$ cat config.mk
export PLATFORM = sky130hd
export DESIGN_NAME = approx_mul_err_sweep
export DESIGN_NICKNAME = d
export VERILOG_FILES = /design/src/rtl/approx_mul_err_sweep.sv
export SDC_FILE = /design/constraint.sdc
export NUM_CORES = 1
export LEC_CHECK = 0
export BUFFER_PORTS_ARGS = -buffer_cell sky130_fd_sc_hd__buf_2
export CORE_MARGIN = 5
export CORE_UTILIZATION = 49
export CTS_CLUSTER_SIZE = 8
export DETAILED_ROUTE_END_ITERATION = 8
export GPL_TIMING_DRIVEN = 0
export HOLD_SLACK_MARGIN = 0.05
export PLACE_DENSITY_LB_ADDON = 0.15
export SYNTH_ARGS = -nofsm -noshare
export SYNTH_HDL_FRONTEND = slang
export SYNTH_SLANG_ARGS = --single-unit
$ cat constraint.sdc
create_clock -name clk -period 9.5 [get_ports clk]
set_input_delay 0.475 -clock clk [delete_from_list [all_inputs] [get_ports clk]]
set_output_delay 0.475 -clock clk [all_outputs]
set_load 0.02 [all_outputs]
$ cat src/rtl/approx_mul_err_sweep.sv
// approx_mul_err_sweep: drives an approximate multiplier with every operand pair, checks each
// returned product against the exact one and accumulates ER/MED/WCE style statistics.
module approx_mul_err_sweep #(
    parameter int unsigned WIDTH   = 8,
    parameter int unsigned MUL_LAT = 0
) (
    input  logic                 clk,
    input  logic                 rst,
    input  logic                 start,
    input  logic                 abort,
    output logic [WIDTH-1:0]     op_a,
    output logic [WIDTH-1:0]     op_b,
    input  logic [2*WIDTH-1:0]   approx_prod,
    output logic                 busy,
    output logic                 done,
    output logic                 results_valid,
    output logic [2*WIDTH:0]     err_cnt,
    output logic [4*WIDTH-1:0]   sum_ed,
    output logic [2*WIDTH-1:0]   max_ed,
    output logic [WIDTH-1:0]     worst_a,
    output logic [WIDTH-1:0]     worst_b
);

    localparam int unsigned PW = 2 * WIDTH;
    localparam int unsigned CW = (MUL_LAT > 1) ? $clog2(MUL_LAT) : 1;
    localparam logic [CW-1:0] DRAIN_LAST = (MUL_LAT > 1) ? CW'(MUL_LAT - 1) : '0;

    typedef enum logic [1:0] {StIdle, StSweep, StDrain, StDone} state_e;

    state_e           state;
    logic [CW-1:0]    drain_cnt;

    logic             in_sweep;
    logic             in_run;
    logic             last_pair;
    logic             flush;
    logic             s_valid;
    logic [WIDTH-1:0] s_a;
    logic [WIDTH-1:0] s_b;
    logic [PW-1:0]    exact;
    logic [PW-1:0]    ed;
    logic             eval;

    assign in_sweep  = (state == StSweep);
    assign in_run    = in_sweep || (state == StDrain);
    assign last_pair = (&op_a) && (&op_b);
    assign flush     = in_run && abort;

    // Operand tags travel alongside the multiplier so each product meets its own pair
    generate
        if (MUL_LAT == 0) begin : g_comb
            assign s_valid = in_sweep;
            assign s_a     = op_a;
            assign s_b     = op_b;
        end else begin : g_pipe
            logic [MUL_LAT-1:0] tag_v;
            logic [WIDTH-1:0]   tag_a [MUL_LAT];
            logic [WIDTH-1:0]   tag_b [MUL_LAT];

            // Shift issued pairs down the tag chain; abort drops everything in flight
            always_ff @(posedge clk) begin
                if (rst || flush) begin
                    tag_v <= '0;
                    for (int i = 0; i < int'(MUL_LAT); i++) begin
                        tag_a[i] <= '0;
                        tag_b[i] <= '0;
                    end
                end else begin
                    tag_v[0] <= in_sweep;
                    tag_a[0] <= op_a;
                    tag_b[0] <= op_b;
                    for (int i = 1; i < int'(MUL_LAT); i++) begin
                        tag_v[i] <= tag_v[i-1];
                        tag_a[i] <= tag_a[i-1];
                        tag_b[i] <= tag_b[i-1];
                    end
                end
            end

            assign s_valid = tag_v[MUL_LAT-1];
            assign s_a     = tag_a[MUL_LAT-1];
            assign s_b     = tag_b[MUL_LAT-1];
        end
    endgenerate

    assign exact = {{WIDTH{1'b0}}, s_a} * {{WIDTH{1'b0}}, s_b};
    // Absolute difference without wrap
    assign ed    = (approx_prod >= exact) ? (approx_prod - exact) : (exact - approx_prod);
    assign eval  = s_valid && in_run && !abort;

    // Sweep FSM, operand generator and error accumulators
    always_ff @(posedge clk) begin
        if (rst) begin
            state         <= StIdle;
            drain_cnt     <= '0;
            op_a          <= '0;
            op_b          <= '0;
            busy          <= 1'b0;
            done          <= 1'b0;
            results_valid <= 1'b0;
            err_cnt       <= '0;
            sum_ed        <= '0;
            max_ed        <= '0;
            worst_a       <= '0;
            worst_b       <= '0;
        end else begin
            done <= 1'b0;
            unique case (state)
                StIdle: begin
                    if (start) begin
                        state         <= StSweep;
                        busy          <= 1'b1;
                        op_a          <= '0;
                        op_b          <= '0;
                        results_valid <= 1'b0;
                        err_cnt       <= '0;
                        sum_ed        <= '0;
                        max_ed        <= '0;
                        worst_a       <= '0;
                        worst_b       <= '0;
                    end
                end
                StSweep: begin
                    if (abort) begin
                        state <= StIdle;
                        busy  <= 1'b0;
                    end else if (last_pair) begin
                        // Operands stay at the last pair once issuing stops
                        if (MUL_LAT == 0) begin
                            state         <= StDone;
                            busy          <= 1'b0;
                            done          <= 1'b1;
                            results_valid <= 1'b1;
                        end else begin
                            state     <= StDrain;
                            drain_cnt <= '0;
                        end
                    end else begin
                        op_b <= op_b + 1'b1;
                        if (&op_b) begin
                            op_a <= op_a + 1'b1;
                        end
                    end
                end
                StDrain: begin
                    if (abort) begin
                        state <= StIdle;
                        busy  <= 1'b0;
                    end else if (drain_cnt == DRAIN_LAST) begin
                        state         <= StDone;
                        busy          <= 1'b0;
                        done          <= 1'b1;
                        results_valid <= 1'b1;
                    end else begin
                        drain_cnt <= drain_cnt + 1'b1;
                    end
                end
                StDone: begin
                    state <= StIdle;
                end
                default: begin
                    state <= StIdle;
                end
            endcase

            if (eval) begin
                err_cnt <= err_cnt + {{PW{1'b0}}, (ed != '0)};
                sum_ed  <= sum_ed + {{PW{1'b0}}, ed};
                // Strict compare keeps the earliest pair on ties
                if (ed > max_ed) begin
                    max_ed  <= ed;
                    worst_a <= s_a;
                    worst_b <= s_b;
                end
            end
        end
    end

endmodule

==> metrics.txt, run 1 <==
switching part of the total between 30 and 40%; asr flop ratio synth 0%; met2 usage a little under two fifths; Final Max Tran Viols 0; top cell type's share of synthesized area a little over a fifth; Hold Buf Count CTS 0; critical path type register to register; Comb pwr share between 30% and 40%; P_sw 0.000476 W; Final Cell Area approximately 11000 sq um; overall via count from detail_route about 8.8k; DR iter-0 viols ~590; Row Count between 50 and 60; Post-Route WL about 26000 um; Avg WL per Cell 16.4 um; Congestion Overflow GR 0; Max rail drop VDD between 0.08 and 0.09 mV; syn nets around 1.4k; die area 22900 sq um; Final ANT Viol Nets 0; FF+latch count, synth just over 100; largest net degree at the start of global routing 19; vias in the first global route between 8k and 9k; Sequential Power Share a little over a third; P&R area growth vs syn 16.0%; Max-Slew Margin vs Limit between 50% and 60%; fmax ~110 MHz; Power Internal between 0.0008 and 0.0009 W; type of the most critical hold path register to register; layout cells sized above 1 between 15 and 20%; final hold viol count 0; htree depth 3; Clk pwr share between 20% and 30%; clk root buf clkbuf_16; Top FF cell, synth dfxtp_1; Initial DRT Pass Iterations 5; most used routing layer met2; Die Ht roughly 150 um; ranking of synthesized cells by area dfxtp_1 (21%), ha_1 (13%), fa_1 (7.8%); M3 GR Usage 3.56%; slowest stage delay, CP about 0.56 ns; Period minus WS final around 9 ns; first-pass GRT wire length 41900 um; leading area contributor after synthesis dfxtp_1; Ports 120; CP max FO 10; GR Util All Layers between 20% and 30%; startpoint types register; cell class contributing the biggest share of worst-path delay adder cells; post-synthesis cell area 9780 sq um; Nets 1493; initial antenna violation count 0; Post-synth EDFFs 0; core area about 20000 sq um; sequential cell area a little over 2000 sq um; Multi-input gate area 7220 sq um; maximum clock insertion buffer count 2; GP Congestion about 0.9; Leak 5.50 nW; Finish-stage setup viols 0; Starting Density 49.9%; CP bufs+invs 4; cell count after synthesis ~1.2k; Final TNS setup 0 ns; dpl hpwl about 21000 um; sequential fraction of the synthesis area a little over a fifth; Data required, critical path slightly below 10 ns; clock latency on the worst-skew pair ~0.35 ns; Reg clk slew, reported paths roughly 0.080 ns; CP Capture Type register; DR vias/cell between 5 and 6; post-synth cell types just over 80; GRT met1 Usage a little under a third; slowest stage cell, crit path or4b_1; Finished Core Util approximately 58%; CTS buffer count 9; Mean Syn Cell Area about 8 sq um; Layout fillers 1919; n_diodes 0; cell mode on critical path ha_1; # DRC 0; CTS tree built; Pwr Density approximately 110 nW/um^2; outcome completed; WP data arrival around 9.3 ns; Placed Area 10700 sq um; Layout Skew between 0.01 and 0.015 ns; max cap viols 0; YS warnings 0; Die X 151 um; clock sink total 102; worst-margin pin slew between 0.7 and 0.8 ns; part of the cycle the worst path needs between 90 and 100%; # port buffers 119
-- worst min-delay path, delay by kind of cell, from the launching register on --
| family | cells | cell delay (ns) |
|---|---|---|
| flops | 1 | 0.32 |
| mux | 1 | 0.05 |
| simple gates | 1 | 0.05 |
-- layer usage --
layer | vias up | share of wire [%]
met5 | - | 0
met4 | 0 | 1.6
met3 | 24 | 4.6
met2 | 203 | 47
met1 | 4183 | 47
li1 | 4352 | -
-- path summary, 6_finish.rpt --
check,from,endpoint,slack [ns],cells after the start
setup / recovery,op_a[0]$_SDFFE_PP0P_,err_cnt[16]$_SDFFE_PP0P_,0.47,39
hold / removal,worst_a[2]$_SDFF_PP0_,worst_a[2]$_SDFF_PP0_,0.46,2
setup reg to reg,op_a[0]$_SDFFE_PP0P_,err_cnt[16]$_SDFFE_PP0P_,0.47,39
hold reg to reg,worst_a[2]$_SDFF_PP0_,worst_a[2]$_SDFF_PP0_,0.46,2
-- through the flow --
stage	cells	setup WS, ns	total power (W)	hold slack (ns)
2_1_floorplan	1191	0.761	0.000791	0.536
3_3_place_gp	1575	-0.380	0.000906	0.443
3_5_place_dp	1575	-0.392	0.000909	0.455
4_1_cts	1592	0.00587	0.00128	0.469
5_1_grt	1600	-0.0747	0.00136	0.478
6_report	1600	0.467	0.00129	0.465
-- power by group through the flow --
stage	Sequential, W	Combinational (W)	Clock [W]
floorplan	0.000493	0.000298	0
global placement	0.000475	0.000431	0
detailed placement	0.000476	0.000433	0
CTS	0.000466	0.000437	0.000375
global route	0.000469	0.000502	0.000391
finish	0.000466	0.000453	0.000366
-- cell type report --
cell class,count,share of cell area [%]
Multi-Input combinational cell,921,63.7
Sequential cell,102,18.2
Timing Repair Buffer,132,6.11
Inverter,113,3.74
Tap cell,265,2.92
Buffer,51,2.85
Clock buffer,11,2.14
Clock inverter,5,0.408
-- cells in the final DEF, fill, tap and decap left out, types with 14 or more instances in the layout --
cell type | netlist | layout
or2_2 | 15 | 15
nor3_1 | 16 | 16
nand4_1 | 14 | 14
inv_1 | 113 | 113
o21ai_0 | 15 | 14
a21oi_1 | 76 | 72
o21a_1 | 15 | 15
fa_1 | 38 | 38
a31oi_1 | 15 | 15
mux2i_1 | 44 | 41
and2_1 | 64 | 64
nor2b_1 | 15 | 15
xnor2_1 | 33 | 31
nand2_1 | 110 | 108
dfxtp_1 | 102 | 93
buf_2 | 4 | 123
nand3_1 | 40 | 40
buf_4 | 2 | 15
nor2_1 | 76 | 73
a21o_1 | 19 | 19
xor2_1 | 21 | 19
ha_1 | 105 | 104
nand2b_1 | 34 | 34
clkbuf_1 | 39 | 25
-- sequential cells by signal (all words and copies together) (netlist names) --
register       flops
results_valid      1
worst_b            8
done               1
max_ed            16
err_cnt           17
op_a               8
state              2
sum_ed            32
worst_a            8
op_b               8
busy               1
-- cell usage after synthesis (all sizes together) (7+ instances only) --
master	count
inv	113
nand2	110
ha	105
dfxtp	102
a21oi	77
nor2	76
and2	64
mux2i	45
nand3	42
clkbuf	39
fa	38
nand2b	34
xnor2	33
xor2	21
a21o	19
nor3	17
o21ai	17
a31oi	16
buf	16
o21a	16
nor2b	15
or2	15
nand4	14
and3	12
or3	12
a22oi	11
o21bai	10
a31o	7
-- what timing repair did --
item | CTS | global route
resized for setup | 25 | 68
buffers inserted | 2 | 11
endpoints found under the setup margin | 55 | 61
pin swaps | 1 | 16
-- cell families (layout without fill, tap and decap cells) --
family / count (synthesis) / count (layout) / synth area share [%]
AOI/OAI and AO/OA: 223 / 223 / 15.8
xor gates and xnor gates: 58 / 58 / 5.77
adders and majority gates: 145 / 145 / 21.4
buffers and inverters: 168 / 312 / 7.03
DFF: 102 / 102 / 20.9
muxes: 51 / 51 / 5.33
and+or+nand+nor: 444 / 444 / 23.7
(Power assumes the default switching activity.)
==> inputs of run 2 (changes only) <==
--- a/config.mk
+++ b/config.mk
@@ -13,6 +13,7 @@
 export GPL_TIMING_DRIVEN = 0
 export HOLD_SLACK_MARGIN = 0.05
 export PLACE_DENSITY_LB_ADDON = 0.15
+export RECOVER_POWER = 25
 export SYNTH_ARGS = -nofsm -noshare
 export SYNTH_HDL_FRONTEND = slang
 export SYNTH_SLANG_ARGS = --single-unit
==> metrics.txt, run 2 (synthesis gave the netlist of run 1 again) <==
outcome completed; max cap viols 0 (unchanged); M3 GR Usage 3.56% (unchanged); GRT met1 Usage 31.4% (unchanged); commonest non-fill, non-tap cell in the layout inv_1; Die Ht 151 um (unchanged); sequential cell area 2060 sq um (unchanged); dpl hpwl 21100 um (unchanged); Regs by FF count sum_ed: 32 flops, err_cnt: 17 flops, max_ed: 16 flops; fmax 111 MHz (about the same); Layout fillers 1929 (+0.52%); worst reg2reg path startpoint op_b[6]$_SDFFE_PP0P_; Post-Route WL 26300 um (+0.11%); Sequential Power Share 36.3% (about the same); hold depth 2 (unchanged); Power Internal 0.000808 W (-0.21%); initial antenna violation count 0 (unchanged); first-pass GRT wire length 41900 um (unchanged); Max-Slew Margin vs Limit 50.3% (about the same); vias in the first global route 8286 (unchanged); n_diodes 0 (unchanged); clk root buf clkbuf_16; max reg flops 32 (unchanged); GR Util All Layers 22.7% (unchanged); Avg WL per Cell 16.4 um (+0.11%); critical path type register to register; part of the cycle the worst path needs 95.1% (about the same); Comb pwr share 35.1% (about the same); layout cells sized above 1 16.0% (-2.3 points); startpoint types register; Reg clk slew, reported paths 0.08 ns (about the same); # port buffers 119 (unchanged); Pwr Density 114 nW/um^2 (+0.29%); Initial DRT Pass Iterations 5 (unchanged); Final Instance Count excl. Fillers 1600 (unchanged); WHS Endpoint worst_a[2]$_SDFF_PP0_; die area 22900 sq um (unchanged); core area 19600 sq um (unchanged); cell count of the worst reg-to-reg path 37 (-5.1%); CP Capture Type register; Data required, critical path 9.77 ns (about the same); slowest stage cell, crit path fa_1; Congestion Overflow GR 0 (unchanged); maximum clock insertion buffer count 2 (unchanged); DR iter-0 viols 585 (-0.34%); cell mode on critical path fa_1; htree depth 3 (unchanged); final hold viol count 0 (unchanged); P&R area growth vs syn 15.6%; Finish-stage setup viols 0 (unchanged); Multi-input gate area 7220 sq um (unchanged); Placed Area 10700 sq um (unchanged); clock latency on the worst-skew pair 0.35 ns (about the same); Final Cell Area 11300 sq um (-0.34%); Leak 5.37 nW (-2.4%); overall via count from detail_route 8763 (+0.011%); # DRC 0 (unchanged); Final ANT Viol Nets 0 (unchanged); Clk pwr share 28.5% (about the same); CTS buffer count 9 (unchanged); Hold WS 0.465 ns (+0.000624 ns); slowest stage delay, CP 0.55 ns (about the same); Ports 120 (unchanged); Layout Skew 0.0116 ns (-0.000743 ns); worst-margin pin slew 0.746 ns (-0.000347 ns); DP Cell Count 1575 (unchanged); most used routing layer met2; P_sw 0.000477 W (+0.21%); Final Max Tran Viols 0 (unchanged); most flop-heavy register sum_ed; switching part of the total 37.1% (+0.099 points); met2 usage 37.6% (unchanged); GP Congestion 0.915 (unchanged); worst reg2reg setup slack 0.46 ns (about the same); Max rail drop VDD 0.0904 mV (+0.74%); CP max FO 10 (unchanged); Row Count 51 (unchanged); DR vias/cell 5.48 (about the same); Hold Crit Start worst_a[2]$_SDFF_PP0_; CTS tree built; type of the most critical hold path register to register; Die X 151 um (unchanged); Period minus WS final 9.04 ns (+0.00356 ns); most frequent cells in the layout inv_1 (113), nand2_1 (108), ha_1 (104); Starting Density 49.9% (unchanged); largest net degree at the start of global routing 19 (unchanged); Nets 1493 (unchanged); WP data arrival 9.31 ns (about the same); RR Endpoint worst_a[4]$_SDFF_PP0_; clock sink total 102 (unchanged)
run 2: metrics by stage:
stage               setup WS (ns)  util (%)  power (W)  setup TNS, ns
finish                      0.464      57.7    0.00128              0
global route              -0.0747      57.7    0.00136         -0.886
CTS                       0.00587      56.6    0.00128              0
detailed placement         -0.392      54.7   0.000909         -15.65
global placement           -0.380      54.7   0.000906         -15.13
floorplan                   0.761         -   0.000791              0
run 2: power by group through the flow:
stage	Sequential (W)	Combinational [W]	Clock, W
5_1_grt	0.000470	0.000500	0.000391
6_report	0.000467	0.000452	0.000367
3_5_place_dp	0.000476	0.000433	0
2_1_floorplan	0.000493	0.000298	0
3_3_place_gp	0.000475	0.000431	0
4_1_cts	0.000466	0.000437	0.000375
run 2: area by class of cell:
class / count / share of cell area (%)
Clock inverter: 5 / 0.409
Buffer: 51 / 2.85
Inverter: 113 / 3.75
Multi-Input combinational cell: 921 / 63.9
Clock buffer: 11 / 2.15
Timing Repair Buffer: 132 / 5.79
Sequential cell: 102 / 18.2
Tap cell: 265 / 2.93
run 2: worst max-delay path: cells and delay by family, from the launching register on:
kind | cells | cell delay [ns]
buf+inv | 7 | 0.88
xor+xnor | 1 | 0.17
compound gates | 11 | 2.21
flops | 1 | 0.39
fa+ha+maj | 7 | 2.97
mux | 3 | 0.70
simple gates | 8 | 1.62
run 2: metal layers:
metal	up-vias	wire, um
met5	-	0
met4	0	420
met3	24	1170
met2	200	12400
met1	4185	12300
li1	4354	-
run 2: worst max path at each step:
stage / from / to / slack, ns / cells past startpoint
global placement: op_a[2]$_SDFFE_PP0P_ / worst_b[1]$_SDFF_PP0_ / -0.38 / 37
floorplan: op_a[0]$_SDFFE_PP0P_ / err_cnt[16]$_SDFFE_PP0P_ / 0.76 / 40
global route: op_a[0]$_SDFFE_PP0P_ / err_cnt[16]$_SDFFE_PP0P_ / -0.07 / 39
finish: op_b[6]$_SDFFE_PP0P_ / worst_a[4]$_SDFF_PP0_ / 0.46 / 37
CTS: op_a[1]$_SDFFE_PP0P_ / err_cnt[16]$_SDFFE_PP0P_ / 0.006 / 39
detailed placement: op_a[0]$_SDFFE_PP0P_ / max_ed[12]$_SDFF_PP0_ / -0.39 / 37
run 2: repair_timing:
action | 4_1_cts | 5_1_grt
endpoints found under the setup margin | 55 | 61
buffers inserted | 2 | 11
hold buffers | 0 | 0
gates resized for setup | 25 | 68
pin swaps | 1 | 16
